--- src/rtl/modality_fusion_sync_pkg.sv ---
// Shared constants and helpers for the modality fusion synchronizer.
// Holds HV/label/mode widths, mode codes, timeout default and bit helpers.
package modality_fusion_sync_pkg;

  localparam int HV_DIMENSION   = 32;
  localparam int LABEL_WIDTH    = 4;
  localparam int MODE_WIDTH     = 2;
  localparam int FUSION_TIMEOUT = 64;
  localparam int MAX_MOD        = 31;

  localparam logic [MODE_WIDTH-1:0] MODE_TRAIN   = 2'b00;
  localparam logic [MODE_WIDTH-1:0] MODE_PREDICT = 2'b01;
  localparam logic [MODE_WIDTH-1:0] MODE_UPDATE  = 2'b10;

  function automatic int ceilLog2(input int v);
    int r;
    r = 0;
    while ((1 << r) < v) r++;
    return r;
  endfunction

  // 1 iff more than num/2 of the first num column bits are set
  function automatic logic majority_bit(
    input logic [MAX_MOD-1:0] col,
    input int                 num
  );
    int ones;
    ones = 0;
    for (int k = 0; k < MAX_MOD; k++)
      if (k < num) ones += int'(col[k]);
    return ones > (num / 2);
  endfunction

endpackage

--- src/rtl/modality_fusion_sync_hv_majority.sv ---
// Bitwise majority across NUM_MOD hypervectors (combinational).
// Ports: HvIn_DI flattened HVs (modality m at slice m), HvOut_DO majority HV.
module hv_majority
  import modality_fusion_sync_pkg::*;
#(
  parameter int NUM_MOD      = 3,
  parameter int HV_DIMENSION = 32
) (
  input  logic [NUM_MOD*HV_DIMENSION-1:0] HvIn_DI,
  output logic [HV_DIMENSION-1:0]         HvOut_DO
);

  logic [MAX_MOD-1:0] col;

  always_comb begin
    HvOut_DO = '0;
    col      = '0;
    for (int i = 0; i < HV_DIMENSION; i++) begin
      col = '0;
      for (int m = 0; m < NUM_MOD; m++)
        col[m] = HvIn_DI[m*HV_DIMENSION+i];
      HvOut_DO[i] = majority_bit(col, NUM_MOD);
    end
  end

endmodule

--- src/rtl/modality_fusion_sync.sv ---
// Collects one HV per modality per time step, fuses by majority and
// forwards over valid/ready; drops stale partial sets, flags mismatches.
// Ports: Clk_CI/Reset_RI, per-modality Valid/Ready/Mode/Label/HV in,
// fused Valid/Ready/Mode/Label/HV out, DropCnt_SO, MismatchErr_SO.
module modality_fusion_sync
  import modality_fusion_sync_pkg::*;
#(
  parameter int NUM_MOD        = 3,
  parameter int TIMEOUT        = FUSION_TIMEOUT,
  parameter int DROP_CNT_WIDTH = 8
) (
  input  logic                            Clk_CI,
  input  logic                            Reset_RI,
  input  logic [NUM_MOD-1:0]              ValidIn_SI,
  output logic [NUM_MOD-1:0]              ReadyOut_SO,
  input  logic [NUM_MOD*MODE_WIDTH-1:0]   ModeIn_SI,
  input  logic [NUM_MOD*LABEL_WIDTH-1:0]  LabelIn_DI,
  input  logic [NUM_MOD*HV_DIMENSION-1:0] HypervectorIn_DI,
  output logic                            ValidOut_SO,
  input  logic                            ReadyIn_SI,
  output logic [MODE_WIDTH-1:0]           ModeOut_SO,
  output logic [LABEL_WIDTH-1:0]          LabelOut_DO,
  output logic [HV_DIMENSION-1:0]         HypervectorOut_DO,
  output logic [DROP_CNT_WIDTH-1:0]       DropCnt_SO,
  output logic                            MismatchErr_SO
);

  localparam logic [0:0] ST_COLLECT = 1'b0;
  localparam logic [0:0] ST_FORWARD = 1'b1;

  localparam int CNT_W = (TIMEOUT > 1) ? ceilLog2(TIMEOUT) : 1;
  localparam logic [CNT_W-1:0] TMO_LAST =
    CNT_W'((TIMEOUT > 0) ? TIMEOUT - 1 : 0);

  localparam int MW = MODE_WIDTH;
  localparam int LW = LABEL_WIDTH;
  localparam int HW = HV_DIMENSION;

  logic [0:0]                state_q, state_d;
  logic [NUM_MOD-1:0]        capt_q, capt_d;
  logic [NUM_MOD*MW-1:0]     mode_q, mode_d;
  logic [NUM_MOD*LW-1:0]     label_q, label_d;
  logic [NUM_MOD*HW-1:0]     hv_q, hv_d;
  logic [CNT_W-1:0]          cnt_q, cnt_d;
  logic [DROP_CNT_WIDTH-1:0] drop_q, drop_d;
  logic                      err_q, err_d;

  logic [NUM_MOD-1:0] fire;
  logic               collect;
  logic               complete;
  logic               tmo_hit;
  logic               mism;

  assign collect     = (state_q == ST_COLLECT);
  assign ReadyOut_SO = collect ? ~capt_q : '0;
  assign fire        = ValidIn_SI & ReadyOut_SO;
  assign complete    = collect && (&(capt_q | fire));

  // Completion outranks timeout on the same cycle
  assign tmo_hit = (TIMEOUT > 0) && collect && (|capt_q)
                 && (cnt_q == TMO_LAST) && !complete;

  always_comb begin
    mode_d  = mode_q;
    label_d = label_q;
    hv_d    = hv_q;
    for (int m = 0; m < NUM_MOD; m++) begin
      if (fire[m]) begin
        mode_d[m*MW +: MW]  = ModeIn_SI[m*MW +: MW];
        label_d[m*LW +: LW] = LabelIn_DI[m*LW +: LW];
        hv_d[m*HW +: HW]    = HypervectorIn_DI[m*HW +: HW];
      end
    end
  end

  // Compare against next-state regs so same-cycle captures count
  always_comb begin
    mism = 1'b0;
    for (int m = 1; m < NUM_MOD; m++) begin
      if (mode_d[m*MW +: MW] != mode_d[MW-1:0] ||
          label_d[m*LW +: LW] != label_d[LW-1:0])
        mism = 1'b1;
    end
  end

  always_comb begin
    state_d = state_q;
    capt_d  = capt_q;
    cnt_d   = cnt_q;
    drop_d  = drop_q;
    err_d   = err_q;
    if (collect) begin
      if (complete) begin
        state_d = ST_FORWARD;
        capt_d  = capt_q | fire;
        cnt_d   = '0;
        err_d   = err_q | mism;
      end else if (tmo_hit) begin
        capt_d = '0;
        cnt_d  = '0;
        if (drop_q != '1) drop_d = drop_q + 1'b1;
      end else begin
        capt_d = capt_q | fire;
        cnt_d  = (|capt_q) ? cnt_q + 1'b1 : '0;
      end
    end else if (ReadyIn_SI) begin
      state_d = ST_COLLECT;
      capt_d  = '0;
      cnt_d   = '0;
    end
  end

  always_ff @(posedge Clk_CI or posedge Reset_RI) begin
    if (Reset_RI) begin
      state_q <= ST_COLLECT;
      capt_q  <= '0;
      mode_q  <= {NUM_MOD{MODE_PREDICT}};
      label_q <= '0;
      hv_q    <= '0;
      cnt_q   <= '0;
      drop_q  <= '0;
      err_q   <= 1'b0;
    end else begin
      state_q <= state_d;
      capt_q  <= capt_d;
      mode_q  <= mode_d;
      label_q <= label_d;
      hv_q    <= hv_d;
      cnt_q   <= cnt_d;
      drop_q  <= drop_d;
      err_q   <= err_d;
    end
  end

  hv_majority #(
    .NUM_MOD      (NUM_MOD),
    .HV_DIMENSION (HV_DIMENSION)
  ) u_maj (
    .HvIn_DI  (hv_q),
    .HvOut_DO (HypervectorOut_DO)
  );

  assign ValidOut_SO    = (state_q == ST_FORWARD);
  assign ModeOut_SO     = mode_q[MW-1:0];
  assign LabelOut_DO    = label_q[LW-1:0];
  assign DropCnt_SO     = drop_q;
  assign MismatchErr_SO = err_q;

endmodule

--- config.mk ---
export PLATFORM = sky130hd
export DESIGN_NAME = modality_fusion_sync
export DESIGN_NICKNAME = d
export VERILOG_FILES = /design/src/rtl/modality_fusion_sync_pkg.sv /design/src/rtl/modality_fusion_sync_hv_majority.sv /design/src/rtl/modality_fusion_sync.sv
export SDC_FILE = /design/constraint.sdc
export NUM_CORES = 1
export LEC_CHECK = 0
export ABC_AREA = 1
export CAP_MARGIN = 20
export CORE_MARGIN = 2
export CORE_UTILIZATION = 49
export CTS_CLUSTER_DIAMETER = 150
export DETAILED_ROUTE_END_ITERATION = 16
export PLACE_DENSITY_LB_ADDON = 0.08
export SYNTH_ARGS = -nofsm -noshare
export SYNTH_HDL_FRONTEND = slang
export SYNTH_SLANG_ARGS = --single-unit
--- constraint.sdc ---
create_clock -name Clk_CI -period 6.35 [get_ports Clk_CI]
set_input_delay 1.5875 -clock Clk_CI [delete_from_list [all_inputs] [get_ports Clk_CI]]
set_output_delay 1.5875 -clock Clk_CI [all_outputs]
set_load 0.005 [all_outputs]
# ---- Word-level counts from Yosys, hierarchy flattened
# Index checks and enable logic that the tools add are counted.
dict set report word_totals {
  register_bits 133
  out_inout_bits 51
  input_bits 120
}
dict set report op_classes {
  n_reduce_logical 11
  n_eq_ne 7
  n_mux 21
  bitwise 6
  order_cmp 32
  n_addsub 66
}
# op count
set ops {}
lappend ops {{$add 32x2->32} 32}
lappend ops {{$gt 32x2->1 const B} 32}
lappend ops {{$add 1x1->2} 32}
lappend ops {{$mux 6} 5}
lappend ops {{$mux 3} 5}
lappend ops {{$mux 4} 3}
lappend ops {{$add 8x1->8 const B} 1}
lappend ops {{$ne 4x4->1} 2}
lappend ops {{$ne 8x8->1 const B} 1}
lappend ops {{$add 6x1->6 const B} 1}
lappend ops {{$eq 6x6->1 const B} 1}
lappend ops {{$mux 2} 3}
lappend ops {{$mux 1} 5}
lappend ops {{$logic_and 1x1->1} 4}
lappend ops {{$ne 2x2->1} 2}
lappend ops {{$reduce_and 4->1} 1}
lappend ops {{$and 3x3->3} 1}
lappend ops {{$not 3->3} 1}
lappend ops {{$or 3x3->3} 1}
lappend ops {{$reduce_and 3->1} 1}
lappend ops {{$reduce_or 3->1} 1}
lappend ops {{$logic_or 1x1->1} 2}
lappend ops {{$ne 2x2->1 const B} 1}
lappend ops {{$not 1->1} 2}
lappend ops {{other kinds (3)} 3}

# ---- Logic depth before layout (Yosys ltp)
dict set report logic_depth {
  ltp_word 11
  mapped_depth 13
}

# ---- Modules after synthesis
# From an unflattened synthesis, not the netlist that was laid out.
dict set report hier_totals {
  hier_cells 620
  hier_area_um2 6527.5
}
# module area_per_inst_um2 cells_per_inst instances seq_area_each_um2
set modules_own_cells {}
lappend modules_own_cells {modality_fusion_sync 5766.8 492 1 3331.9}
lappend modules_own_cells {hv_majority 760.7 128 1 0.0}

# ---- Worst setup path before layout
# OpenSTA, ideal clock, no wires.
dict set report synth_path {
  path_kind {in2reg}
  startpoint {in ValidIn_SI[1]}
  endpoint {reg err_q (netlist: MismatchErr_SO)}
  required_time_ns 6.233
  path_stages 11
  path_slack_ns 3.626
  n_path_buf 2
  setup_time_ns 0.117
  arrival_ns 2.607
  path_cell_list {clkbuf_1 -> nand2_4 -> buf_8 -> o21ai_1 -> nand2_1 -> nand2_1 -> nand2_1 -> nor2_1 -> nand3_1 -> nand2_1 -> nand2_1}
}
dict set report synth_via {
  elab_chain_len 7
}
# item line
set synth_rtl {}
lappend synth_rtl {{start, declared} modality_fusion_sync.sv:14} ;# input logic [NUM_MOD-1:0] ValidIn_SI,
lappend synth_rtl {{$and 3x3->3 (*)} modality_fusion_sync.sv:56} ;# assign fire = ValidIn_SI & ReadyOut_SO;
lappend synth_rtl {{$mux 4 / $mux 2 (equally long branches)} modality_fusion_sync.sv:68} ;# if (fire[m]) begin
lappend synth_rtl {{$ne 4x4->1 / $ne 2x2->1 (equally long branches)} {modality_fusion_sync.sv:81, modality_fusion_sync.sv:80}}
lappend synth_rtl {{$logic_or 1x1->1} modality_fusion_sync.sv:80} ;# if (mode_d[m*MW +: MW] != mode_d[MW-1:0] ||
lappend synth_rtl {{$mux 1 (2 in series)} modality_fusion_sync.sv:80}
lappend synth_rtl {{$or 1x1->1} modality_fusion_sync.sv:97} ;# err_d = err_q | mism;
lappend synth_rtl {{end signal, assigned} modality_fusion_sync.sv:131} ;# err_q <= err_d;
lappend synth_rtl {{end, declared} modality_fusion_sync.sv:46} ;# logic err_q, err_d;
# Mark *: on every way between the ends. The rest lies on a longest branch, timed or not.
# A chain may end at the register's enable or synchronous reset.

# ---- Final worst setup path
dict set report layout_path {
  startpoint {reg state_q (netlist: ValidOut_SO)}
  endpoint {out ReadyOut_SO[0]}
}
dict set report layout_via {
  elab_chain_len 1
}
# item line
set layout_rtl {}
lappend layout_rtl {{start, declared} modality_fusion_sync.sv:39} ;# logic [0:0] state_q, state_d;
lappend layout_rtl {{start signal, assigned} modality_fusion_sync.sv:124} ;# state_q <= state_d;
lappend layout_rtl {{$mux 3} modality_fusion_sync.sv:55} ;# assign ReadyOut_SO = collect ? ~capt_q : '0;
lappend layout_rtl {{end, declared} modality_fusion_sync.sv:15} ;# output logic [NUM_MOD-1:0] ReadyOut_SO,
# Every way passes these cells.

==> results.cfg <==
[status]
outcome = complete, no violations

[clocking]
clockBufferDepth = 2
cts_made_buffers = 17
cts_hold_buf = 0
post_cts_buffers = 0
cts.sinks = 133
cts_tree = yes
cts_resized = 0
clkLatencyLatePin_ns = 0.42
path_clk_slew_ns = 0.06
htree_levels = 4
cts_root_buffer = clkbuf_16

[critical_path]
critical_path.top_delay_family = buffers and inverters
critPathBufInv = 1
r2r-start = ValidOut_SO$_DFF_PP0_
start_kind = flop
worstPathRequired_ns = 4.76
reg2reg_slack_ns = 3.84
slowest_delay_ns = 0.62
ff2ff_path_depth = 12
path_cells = nor2_2, clkdlybuf4s50_1
r2r_end = MismatchErr_SO$_DFFE_PP0P_
worstSetupPathType = flop to primary output
worst_path_max_delay_cell = clkdlybuf4s50_1
crit_fanout = 11
worstPathArrival_ns = 2.07
crit_path_end_kind = primary output

[route]
drc = 0
ant_nets = 0
vias = 4817
wl_per_cell_um = 15.5
first_pass_iters = 4
viasPerCell = 4.98
totalWireLength_mm = 15.0
initialDrtViolationCount = 282

[timing]
rsz0062_at_grt = no
worst_slew_pin_slew_ns = 0.930
drv_slew = 0
timing.fmax_ghz = 0.274
hold_violations = 0
period_needed_ns = 3.65
slew_headroom = 0.380
setup_violations = 0
finClkSkew_ns = 0.00674
finalCritPeriodShare = 0.575
fin_setup_tns_ns = 0

[floorplanning]
dieWidth_um = 118
io_pins = 171
core_area_mm2 = 0.0126
dieHeight_um = 118
rows = 41
die_area_mm2 = 0.0139
initial_core_util = 0.502

[cells_and_area]
multi_input_area_mm2 = 0.00269
fin_cells = 968
area_growth_pct = 37.6
n_fill_cell = 963
regArea_mm2 = 0.00333
antenna_cells = 0
final_cell_mix = nand2_1 (193), clkdlybuf4s50_1 (170), dfrtp_1 (130), mux2_2 (64), inv_1 (39)
drive_gt1_frac = 0.152
final_common_cell = nand2_1
final_nets = 937

[logic_synthesis]
syn_area_mm2 = 0.00634
syn_nets = 771
synthCells = 617
synth.area.top_cells = dfrtp_1 (51%), nand2_1 (11%), mux2_2 (11%)
ys_warn_count = 0
synth_cell_type_count = 31
yosys.area.top_type = dfrtp_1
ys_ff_latch = 133
ys_seq_area_frac = 0.525
synth.top_cell.area_share = 0.513
syn_area_per_cell_um2 = 10.3

[min_path]
hold_end = hv_q[53]$_DFFE_PP0N_
whs_path_depth = 2
hp-start = hv_q[53]$_DFFE_PP0N_
hp-class = flop to flop

[place]
dp_cells = 936
io_buffers = 170
globalplace.congestion = 0.798
hpwl_mm = 10.4

[power_and_ir_drop]
sequentialPowerShare = 0.344
peakVddDrop_mv = 0.258
p_leak_nw = 4.35
clockPowerShare = 0.236
power.density_mw_per_mm2 = 486
power_frac_comb = 0.419
internal-power_mw = 2.88
switching_share = 0.321
p_switching_mw = 1.36

[grt]
antenna_found_initial = 0
grt_pass1_wl_mm = 24.8
grt_overflow_total = 0
gr-usage-all-layers = 0.229
grt_pass1_vias = 5098
grt_max_degree = 73

[job]
max_cap_viol_count = 0
==> layer usage <==
layer | GRT usage | routed length, µm | vias up
met5 | 0 | 0 | -
met4 | 0.0806 | 174 | 0
met3 | 0.0732 | 991 | 17
met2 | 0.374 | 7270 | 150
met1 | 0.286 | 6580 | 2312
li1 | - | - | 2338
==> power groups by stage <==
| stage | combinational (mW) | clock (mW) | sequential, mW |
|---|---|---|---|
| after floorplan | 1.10 | 0 | 1.41 |
| after global placement | 1.73 | 0 | 1.45 |
| after detailed placement | 1.78 | 0 | 1.47 |
| after CTS | 1.80 | 1.02 | 1.46 |
| after global routing | 1.98 | 1.06 | 1.50 |
| final | 1.78 | 1.00 | 1.46 |
==> state kept, by name, summed over array words and instances, names as in the netlist <==
name            flops
hv_q               96
MismatchErr_SO      1
capt_q              3
ValidOut_SO         1
mode_q              6
cnt_q               6
DropCnt_SO          8
label_q            12
==> metrics by stage <==
stage	setup slack [ns]	cell area [µm²]	hold WS, ns	total power, mW	utilization
floorplan	1.21	6340	0.453	2.50	-
global placement	2.42	8120	0.465	3.17	0.643
detailed placement	2.34	8120	0.473	3.25	0.643
CTS	2.69	8720	0.484	4.28	0.691
global route	2.54	8720	0.510	4.54	0.691
finish	2.70	8720	0.483	4.24	0.691
==> synthesized netlist by cell type (all sizes together) <==
cell    count
nand2     204
dfrtp     130
mux2       64
inv        44
ha         34
nand3      33
a21o       32
buf        18
nor2       13
o21ai      12
clkbuf      7
xor2        6
nand3b      5
xnor2       5
nand4       4
dfstp       3
a21oi       1
nor3        1
o22ai       1
==> kinds of logic after synthesis <==
logic type | Yosys count | share of synthesized area
compound gates | 46 | 0.0491
xor+xnor | 11 | 0.0152
fa+ha+maj | 34 | 0.0671
buf+inv | 69 | 0.0509
flops | 133 | 0.525
mux | 64 | 0.114
simple gates | 260 | 0.179
==> area by class of cell <==
| type | count | share of cell area |
|---|---|---|
| well taps | 172 | 0.0247 |
| multi-input cells | 415 | 0.308 |
| clock buffers | 23 | 0.0548 |
| repair buffers | 172 | 0.197 |
| inverters | 44 | 0.0195 |
| flip-flops and latches | 133 | 0.382 |
| clock inverters | 9 | 0.0143 |
==> tightest hold or removal path, cell delays in order, from the launching register on <==
cell and delay (ns):
dfrtp_1 0.34, nand2_1 0.06, nand2_1 0.05
==> worst max path at each step <==
stage                                      from                    endpoint  slack [ns]  depth (start not counted)
after floorplan                        Reset_RI   DropCnt_SO[0]$_DFFE_PP0P_        1.21                          1
final                     ValidOut_SO$_DFF_PP0_              ReadyOut_SO[0]        2.70                          2
after global placement            ValidIn_SI[1]  MismatchErr_SO$_DFFE_PP0P_        2.42                         12
after global routing              ValidIn_SI[1]  MismatchErr_SO$_DFFE_PP0P_        2.54                         12
after CTS                 ValidOut_SO$_DFF_PP0_              ReadyOut_SO[0]        2.69                          2
after detailed placement          ValidIn_SI[1]  MismatchErr_SO$_DFFE_PP0P_        2.34                         12
Power figures use the tool's default switching activity.
